**config.mk**
```make
export PLATFORM = sky130hd
export DESIGN_NAME = ring_osc_monitor
export DESIGN_NICKNAME = d
export VERILOG_FILES = /design/src/rtl/ring_osc_monitor.sv
export SDC_FILE = /design/constraint.sdc
export NUM_CORES = 1
export LEC_CHECK = 0
export ABC_AREA = 1
export CAP_MARGIN = 20
export CORE_ASPECT_RATIO = 1.75
export CORE_MARGIN = 1
export CORE_UTILIZATION = 54
export DETAILED_ROUTE_END_ITERATION = 8
export HOLD_SLACK_MARGIN = 0.15
export PLACE_DENSITY = 0.77
export SYNTH_ARGS = -nofsm -noshare
export SYNTH_HDL_FRONTEND = slang
export SYNTH_SLANG_ARGS = --single-unit
export TNS_END_PERCENT = 5
```
**constraint.sdc**
```tcl
create_clock -name clk -period 2.3 [get_ports clk]
set_input_delay 0.46 -clock clk [delete_from_list [all_inputs] [get_ports clk]]
set_output_delay 0.46 -clock clk [all_outputs]
set_load 0.03 [all_outputs]
```
**src/rtl/ring_osc_monitor.sv**
```systemverilog
// Multi-channel ring-oscillator frequency monitor.
// Each channel counts synchronised rising edges of its oscillator over a gate window of
// 2^GATE_LOG2 clocks, optionally averaging four windows, and raises a per-channel warning
// with hysteresis: a low count (slow oscillator) means hot.
module ring_osc_monitor #(
    parameter int unsigned N_CH      = 2,
    parameter int unsigned CW        = 8,
    parameter int unsigned GATE_LOG2 = 10
) (
    input  logic                                   clk,
    input  logic                                   rst_n,
    input  logic                                   en,
    input  logic                                   avg_mode,
    input  logic [N_CH-1:0]                        osc_in,
    input  logic [CW-1:0]                          thr_hot,
    input  logic [CW-1:0]                          thr_cold,
    input  logic [((N_CH > 1) ? $clog2(N_CH) : 1)-1:0] ch_sel,
    output logic [CW-1:0]                          result_out,
    output logic                                   result_valid,
    output logic [N_CH-1:0]                        warn,
    output logic                                   warn_any
);

    typedef enum logic [1:0] {
        StIdle,
        StGate,
        StUpdate
    } state_e;

    state_e state_q, state_d;

    // Input synchronisers and edge detection
    logic [N_CH-1:0] sync1_q;
    logic [N_CH-1:0] sync2_q;
    logic [N_CH-1:0] prev_q;
    logic [N_CH-1:0] edge_pulse;

    // Shared measurement control
    logic [GATE_LOG2-1:0] gate_cnt_q;
    logic [1:0]           win_idx_q;
    logic                 avg_q;
    logic                 valid_q;
    logic                 gate_last;

    // Decoded FSM controls
    logic in_idle;
    logic in_gate;
    logic in_update;
    logic latch;

    // Per-channel results gathered for the readout mux
    logic [CW-1:0] res_w [N_CH];

    // Two-flop synchroniser followed by a previous-value flop for rising-edge detection
    always_ff @(posedge clk) begin
        if (!rst_n) begin
            sync1_q <= '0;
            sync2_q <= '0;
            prev_q  <= '0;
        end else begin
            sync1_q <= osc_in;
            sync2_q <= sync1_q;
            prev_q  <= sync2_q;
        end
    end

    assign edge_pulse = sync2_q & ~prev_q;
    assign gate_last  = (gate_cnt_q == '1);

    // FSM state register
    always_ff @(posedge clk) begin
        if (!rst_n) begin
            state_q <= StIdle;
        end else begin
            state_q <= state_d;
        end
    end

    // FSM next-state: dropping en during a gate window aborts straight to idle
    always_comb begin
        state_d = state_q;
        unique case (state_q)
            StIdle: begin
                if (en) begin
                    state_d = StGate;
                end
            end
            StGate: begin
                if (!en) begin
                    state_d = StIdle;
                end else if (gate_last) begin
                    state_d = StUpdate;
                end
            end
            StUpdate: begin
                state_d = en ? StGate : StIdle;
            end
            default: begin
                state_d = StIdle;
            end
        endcase
    end

    // FSM outputs: per-state control strobes for the datapath
    always_comb begin
        in_idle   = 1'b0;
        in_gate   = 1'b0;
        in_update = 1'b0;
        unique case (state_q)
            StIdle:   in_idle   = 1'b1;
            StGate:   in_gate   = 1'b1;
            StUpdate: in_update = 1'b1;
            default:  in_idle   = 1'b1;
        endcase
    end

    // Results latch on every update in single mode, only on the fourth when averaging
    assign latch = in_update && (!avg_q || (win_idx_q == 2'd3));

    // Gate counter, averaging window index, captured mode and the result_valid pulse
    always_ff @(posedge clk) begin
        if (!rst_n) begin
            gate_cnt_q <= '0;
            win_idx_q  <= '0;
            avg_q      <= 1'b0;
            valid_q    <= 1'b0;
        end else begin
            gate_cnt_q <= in_gate ? (gate_cnt_q + GATE_LOG2'(1)) : '0;
            if (in_idle) begin
                win_idx_q <= '0;
            end else if (in_update && avg_q) begin
                win_idx_q <= win_idx_q + 2'd1;
            end
            // Mode is frozen for the whole run so an average never mixes modes
            if (in_idle && en) begin
                avg_q <= avg_mode;
            end
            valid_q <= latch;
        end
    end

    for (genvar g = 0; g < N_CH; g++) begin : g_ch
        logic [CW-1:0]   cnt_q;
        logic [CW+1:0]   acc_q;
        logic [CW+1:0]   sum;
        logic [CW-1:0]   new_res;
        logic [CW-1:0]   res_q;
        logic            warn_q;
        logic            warn_d;

        // On the last averaging update the accumulator holds three windows; add the fourth
        assign sum     = acc_q + {2'b00, cnt_q};
        assign new_res = avg_q ? CW'(sum >> 2) : cnt_q;

        // Hysteresis on the candidate result; set wins when thresholds overlap
        always_comb begin
            warn_d = warn_q;
            if (new_res <= thr_hot) begin
                warn_d = 1'b1;
            end else if (new_res >= thr_cold) begin
                warn_d = 1'b0;
            end
        end

        // Saturating edge counter, live only during gate cycles
        always_ff @(posedge clk) begin
            if (!rst_n) begin
                cnt_q <= '0;
            end else if (!in_gate) begin
                cnt_q <= '0;
            end else if (edge_pulse[g] && (cnt_q != '1)) begin
                cnt_q <= cnt_q + CW'(1);
            end
        end

        // Four-window accumulator; idle discards any partial average
        always_ff @(posedge clk) begin
            if (!rst_n) begin
                acc_q <= '0;
            end else if (in_idle) begin
                acc_q <= '0;
            end else if (in_update && avg_q) begin
                acc_q <= (win_idx_q == 2'd3) ? '0 : sum;
            end
        end

        // Result and warning registers survive aborts; only a latch updates them
        always_ff @(posedge clk) begin
            if (!rst_n) begin
                res_q  <= '0;
                warn_q <= 1'b0;
            end else if (latch) begin
                res_q  <= new_res;
                warn_q <= warn_d;
            end
        end

        assign res_w[g] = res_q;
        assign warn[g]  = warn_q;
    end

    // Readout mux; an out-of-range channel select reads as zero
    always_comb begin
        result_out = '0;
        for (int unsigned i = 0; i < N_CH; i++) begin
            if (32'(ch_sel) == i) begin
                result_out = res_w[i];
            end
        end
    end

    assign result_valid = valid_q;
    assign warn_any     = |warn;

endmodule
```
==> results.tsv, run 1 <==
metric	value	unit
DIE WIDTH	74.2	µm
post-detail-place hpwl	10600	µm
# DRC	0	
Max Fanout on Critical Path	3	
area grow syn2layout	33.6	%
clk slew on worst S/H paths	0.06	ns
# fillers	665	
synthesized flop and latch total	76	
Worst Slack Setup Final	-0.250	ns
Max clock buf depth	2	
asr flop ratio synth	0	%
routed vias	5436	
I/O Pins	35	
RR Endpoint	g_ch[1].warn_q	
core region area	0.00878	mm²
Startpoint Class	flip-flop	
IO buf count	34	
fin. max-slew vios	0	
status	finished with violations	
WL/cell	16.4	µm
TritonCTS Buffers	9	
Worst Skew	0.0104	ns
Min-Delay Startpoint	sync1_q[0]	
Max Cap Violations	0	
setup TNS	-0.578	ns
synth warn	0	
Peak VDD IR	441	µV
R2R setup slack	-0.25	ns
largest net degree at the start of global routing	24	
Remaining Overflow, GRT	0	
P_leak	3.08	nW
Post-CTS Hold Buffers	0	
mapped cell area	0.00493	mm²
Vias/cell	5.67	
Final period util	111	%
post-route ant nets	0	
die area	0.00952	mm²
antenna violations before repair	0	
Setup Viol. Count Final	3	
post-synth cell types	35	
CP Data Required Time	2.54	ns
Net Count, Synth	808	
GP Congestion	0.932	
hold-critical path depth	2	
ANT cells	0	
Synth Instances	727	
vias in the first global route	5176	
failing checks	setup timing	
number of nets in the layout	917	
DRT iter0 DRCs	313	
Root Driver	clkbuf_16	
WL final	15700	µm
Worst Setup Path Type	flip-flop to flip-flop	
synthesized area per cell	6.78	µm²
pre-CTS setup slack	-0.331	ns
Hold Crit Class	flip-flop to flip-flop	
RSZ-0062 raised after global routing	true	
Critical Path Source	g_ch[1].acc_q[0]	
row count	45	
CP endpoint kind	flip-flop	
Fin Hold WS	0.415	ns
H-tree levels	3	
worst r2r src	g_ch[1].acc_q[0]	
Main synth FF type	dfxtp_1	
Relative slew margins	65.9	%
clk_lat worst skew	0.35	ns
worst slew pin tran	0.511	ns
GRT Total Usage	32.7	%
final hold viol count	0	
number of flops mapped to enable cells by yosys	0	
CTS tree	built	
share of cells above drive strength 1	21.4	%
Seq/Total Area, Yosys	30.9	%
clock sink count	76	
fmax	392	MHz
arrival time at the worst endpoint	2.79	ns
Pwr per Cell Area	454	mW/mm²
post-route minimum period	2.55	ns
Hold Crit Endpoint	sync2_q[0]	
starting density of the core	56.1	%
die height	128	µm
global-route wire length before repair	23500	µm
cells on worst reg2reg path	16	
TritonRoute pass-1 iters	6	
[per-layer routing]
layer	track usage (%)	wire length (µm)
met5	0	0
met4	23.9	1190
met3	6.97	1010
met2	57.5	8040
met1	32.8	5450
[worst max-delay path by stage]
stage | to | slack [ns] | depth (start not counted)
after floorplan | g_ch[0].warn_q | -0.02 | 16
after global placement | g_ch[1].warn_q | -0.20 | 15
after detailed placement | g_ch[1].warn_q | -0.33 | 15
after CTS | g_ch[1].warn_q | -0.21 | 17
after global routing | g_ch[1].warn_q | -0.45 | 17
final | g_ch[1].warn_q | -0.25 | 16
[Yosys cell counts, drive strengths merged, types with 2 or more instances]
master | n | area, µm²
nand4 | 12 | 75.1
dfxtp | 76 | 1520
xnor2 | 3 | 26.3
a21oi | 70 | 350
a31oi | 3 | 18.8
nand2 | 194 | 736
ha | 56 | 701
o211ai | 3 | 22.5
buf | 11 | 67.6
nor3 | 9 | 45.0
nand3b | 5 | 37.5
a21boi | 4 | 30.0
inv | 108 | 405
o21ai | 47 | 243
clkbuf | 6 | 22.5
nand3 | 49 | 245
or2 | 4 | 25.0
o21a | 5 | 37.5
nor2 | 50 | 188
a31o | 2 | 17.5
xor2 | 4 | 35.0
fa | 2 | 40.0
[flip-flops by register name, summed over array words and instances, names as in the netlist]
register,cells
g_ch.warn_q,2
avg_q,1
gate_cnt_q,10
result_valid,1
g_ch.res_q,16
prev_q,2
g_ch.acc_q,20
win_idx_q,2
g_ch.cnt_q,16
sync1_q,2
state_q,2
sync2_q,2
[metrics by stage]
| stage | power [mW] | cell area, µm² | cells | utilization (%) |
|---|---|---|---|---|
| final | 2.99 | 6580 | 958 | 74.9 |
| after global routing | 3.08 | 6580 | 958 | 74.9 |
| after CTS | 2.97 | 6190 | 950 | 70.4 |
| after detailed placement | 1.61 | 5820 | 926 | 66.2 |
| after global placement | 1.60 | 5820 | 926 | 66.2 |
| after floorplan | 1.49 | 4950 | 727 | - |
[power by group]
part / internal, mW / total [mW] / switching (mW)
Sequential: 1.33 / 1.34 / 0.0140
Combinational: 0.103 / 0.266 / 0.163
Clock: 0.791 / 1.38 / 0.590
Total: 2.22 / 2.99 / 0.767
[cells by family after synthesis]
| logic type | count (synthesis) | share of synthesized area (%) |
|---|---|---|
| xor gates and xnor gates | 7 | 1.24 |
| AOI/OAI and AO/OA | 135 | 14.8 |
| DFF | 76 | 30.9 |
| and+or+nand+nor | 325 | 27.9 |
| buffers and inverters | 126 | 10.1 |
| adders and majority gates | 58 | 15.0 |
[cells in the final DEF, fill, tap and decap left out, types with 3 or more instances in the layout]
cell and n:
dfxtp_2 6, nand2_1 178, o21ai_0 37, inv_2 4, nor3_1 6, nand3_2 6, a21oi_1 65, inv_1 102
clkbuf_16 9, nand3b_1 5, nand3_1 41, a21boi_2 3, a21oi_2 4, o21ai_1 5, nand2_2 15, o21a_1 5
o211ai_1 3, xor2_1 4, buf_6 4, o21ai_2 3, dfxtp_1 70, ha_1 42, clkdlybuf4s50_1 26, nor2_1 47
nand4_1 12, a31oi_1 3, buf_4 84, clkinvlp_4 3, ha_4 13, xnor2_1 3, nor2_2 3
[final cells by class]
cell class	instances	area (µm²)	area share (%)
clock inverter	5	35.0	0.532
tap	117	146	2.22
clock buffer	11	253	3.84
timing repair inverter	1	7.51	0.114
timing repair buffer	114	936	14.2
sequential	76	1530	23.2
inverter	109	415	6.31
multi-input combinational	525	3260	49.5
[what timing repair did]
action | in CTS | in global routing
pin swaps | 11 | 29
resized for setup | 11 | 68
cloned | 0 | 1
endpoints found under the setup margin | 14 | 14
setup buffers | 8 | 8
[worst max-delay path, stage by stage (launching register included)]
cell and delay (ns):
dfxtp_2 0.35, ha_4 0.15, inv_4 0.04, fa_2 0.38
o21ai_4 0.20, nand2_2 0.08, nand2_1 0.06, nand2_1 0.07
nand3_2 0.09, nand2_2 0.10, ha_1 0.36, nand2_1 0.07
nor2_1 0.13, a21boi_2 0.17, o21ai_1 0.07, nand2_1 0.06
nand2_1 0.05
Note: power is estimated with default switching activity, not from simulation.
==> inputs of run 2 (changes only) <==
Settings changed: REMOVE_ABC_BUFFERS set to 1.
==> results.tsv, run 2 (synthesis gave the netlist of run 1 again) <==
metric	value	unit	change
CP max stage cell	dfxtp_1		was fa_2
Pwr per Cell Area	453	mW/mm²	was 454 mW/mm²
core region area	0.00878	mm²	unchanged
TritonRoute pass-1 iters	7		was 6
DIE WIDTH	74.2	µm	unchanged
antenna violations before repair	0		unchanged
Hold Crit Class	flip-flop to flip-flop		unchanged
WL/cell	16.2	µm	was 16.4 µm
CTS tree	built		unchanged
# fillers	639		was 665
CP endpoint kind	flip-flop		unchanged
final instance area	0.00671	mm²	was 0.00658 mm²
Relative slew margins	63.0	%	was 65.9%
DRT iter0 DRCs	348		was 313
max reg flops	20		unchanged
CP peak stage delay	0.42	ns	was 0.38 ns
Placed Area	0.00589	mm²	was 0.00582 mm²
clk_lat worst skew	0.34	ns	was 0.35 ns
post-route minimum period	2.55	ns	about the same
max layer used	met4		unchanged
M1 WL	5340	µm	was 5450 µm
row count	45		unchanged
worst r2r src	g_ch[0].cnt_q[2]		was g_ch[1].acc_q[0]
H-tree levels	3		unchanged
Worst Setup Path Type	flip-flop to flip-flop		unchanged
Peak VDD IR	438	µV	was 441 µV
hold-critical path depth	2		unchanged
I/O Pins	35		unchanged
TritonCTS Buffers	9		unchanged
clock sink count	76		unchanged
# DRC	0		unchanged
global-route wire length before repair	24600	µm	was 23500 µm
number of nets in the layout	930		was 917
Worst Slack Setup Final	-0.254	ns	was -0.250 ns
Max clock buf depth	2		unchanged
CP Data Required Time	2.53	ns	was 2.54 ns
Top Registers	g_ch.acc_q (20), g_ch.cnt_q (16), g_ch.res_q (16)		unchanged
Hold Crit Endpoint	sync2_q[0]		unchanged
IO buf count	34		unchanged
die height	128	µm	unchanged
Remaining Overflow, GRT	0		unchanged
met2 routed WL	7990	µm	was 8040 µm
GP Congestion	0.990		was 0.932
post-detail-place hpwl	10800	µm	was 10600 µm
Max Fanout on Critical Path	5		was 3
Max Cap Violations	0		unchanged
Setup Viol. Count Final	4		was 3
GRT Total Usage	34.6	%	was 32.7%
WL final	15700	µm	about the same
post-placement cell count	939		was 926
most frequent cells in the layout	nand2_1, inv_1, buf_4		unchanged
Reg with most FFs	g_ch.acc_q		unchanged
most frequent cell on the critical path	nand2_1		unchanged
fmax	392	MHz	about the same
Post-CTS Hold Buffers	0		unchanged
Sequential cell area	0.00153	mm²	unchanged
starting density of the core	56.1	%	unchanged
Vias/cell	5.61		was 5.67
Non-Filler Instances	971		was 958
Multi-input gate area	0.00329	mm²	was 0.00326 mm²
arrival time at the worst endpoint	2.79	ns	about the same
status	finished with violations		unchanged
Final period util	111	%	about the same
R2R setup slack	-0.25	ns	about the same
Min-Delay Startpoint	sync1_q[0]		unchanged
Critical Path, Cell by Cell	ha_4 > nand2_1 > nand2_1 > nand2_1 > nand2_1 > nand2_1 > nand4_1 > nand3_2 > nand2_1 > ha_4 > inv_1 > nor3_4 > nand4_1 > nand4_1 > nand2_1 > nand2_1 > nand2_1		was ha_4 > inv_4 > fa_2 > o21ai_4 > nand2_2 > nand2_1 > nand2_1 > nand3_2 > nand2_2 > ha_1 > nand2_1 > nor2_1 > a21boi_2 > o21ai_1 > nand2_1 > nand2_1
cells on worst reg2reg path	17		was 16
final hold viol count	0		unchanged
routed vias	5452		was 5436
Power Total	3.04	mW	was 2.99 mW
commonest non-fill, non-tap cell in the layout	nand2_1		unchanged
worst slew pin tran	0.555	ns	was 0.511 ns
Worst Skew	0.00769	ns	was 0.0104 ns
RR Endpoint	g_ch[0].warn_q		was g_ch[1].warn_q
Startpoint Class	flip-flop		unchanged
failing checks	setup timing		unchanged
ANT cells	0		unchanged
Root Driver	clkbuf_16		unchanged
pre-CTS setup slack	-0.335	ns	was -0.331 ns
area grow syn2layout	36.3	%	was 33.6%
WL met3	999	µm	was 1010 µm
clk slew on worst S/H paths	0.06	ns	about the same
fin. max-slew vios	0		unchanged
largest net degree at the start of global routing	24		unchanged
post-route ant nets	0		unchanged
P_leak	3.18	nW	was 3.08 nW
die area	0.00952	mm²	unchanged
RSZ-0062 raised after global routing	true		unchanged
share of cells above drive strength 1	23.1	%	was 21.4%
Fin Hold WS	0.412	ns	was 0.415 ns
vias in the first global route	5394		was 5176
## run 2: cell types whose count changed in the layout (fill, tap and decap cells not counted), moves of 3 or more
cell / change
xor2_1: -3
buf_6: -3
nand3_2: +3
buf_4: +17
xor2_2: +3
## run 2: critical path: cells and delay by family (launching register included)
kind / cells / cell delay, ns
buffers and inverters: 1 / 0.08
adders and majority gates: 2 / 0.58
DFF: 1 / 0.42
and+or+nand+nor: 14 / 1.37
## run 2: area by class of cell
cell class                      count  share of cell area (%)
Clock buffer                       11                    3.62
Clock inverter                      5                   0.895
Inverter                          109                    6.13
Multi-Input combinational cell    525                    49.1
Sequential cell                    76                    22.8
Tap cell                          117                    2.18
Timing Repair Buffer              128                    15.3
## run 2: worst max path at each step
stage          slack [ns]              to  depth (start not counted)        startpoint
2_1_floorplan       -0.18  g_ch[1].warn_q                         17  g_ch[1].cnt_q[0]
3_3_place_gp        -0.25  g_ch[1].warn_q                         17  g_ch[1].cnt_q[0]
3_5_place_dp        -0.34  g_ch[1].warn_q                         17  g_ch[1].acc_q[0]
4_1_cts             -0.14  g_ch[1].warn_q                         17  g_ch[1].cnt_q[0]
5_1_grt             -0.40  g_ch[1].warn_q                         17  g_ch[1].cnt_q[1]
6_report            -0.25  g_ch[0].warn_q                         17  g_ch[0].cnt_q[2]
## run 2: where the power goes
| part | switching, mW | internal, mW | leakage [nW] |
|---|---|---|---|
| Clock | 0.554 | 0.873 | 0.146 |
| Sequential | 0.0110 | 1.33 | 0.617 |
| Combinational | 0.164 | 0.108 | 2.42 |
| Total | 0.729 | 2.31 | 3.18 |
## run 2: through the flow
stage | utilization [%] | TNS, ns
final | 76.4 | -0.691
after floorplan | - | -0.264
after detailed placement | 67.0 | -0.659
after CTS | 74.6 | -0.473
after global placement | 67.0 | -0.453
after global routing | 76.4 | -1.16
## run 2: timing repair
action	in CTS	in global routing
buffers inserted	15	2
pin swaps	25	21
gates resized for setup	49	39
hold endpoints to repair	0	0
endpoints found under the setup margin	2	4
## run 2: layer usage
layer	track usage [%]	vias to the layer above
met4	30.1	0
met3	10.2	103
li1	-	2615
met2	58.2	235
met5	0	-
met1	33.2	2499
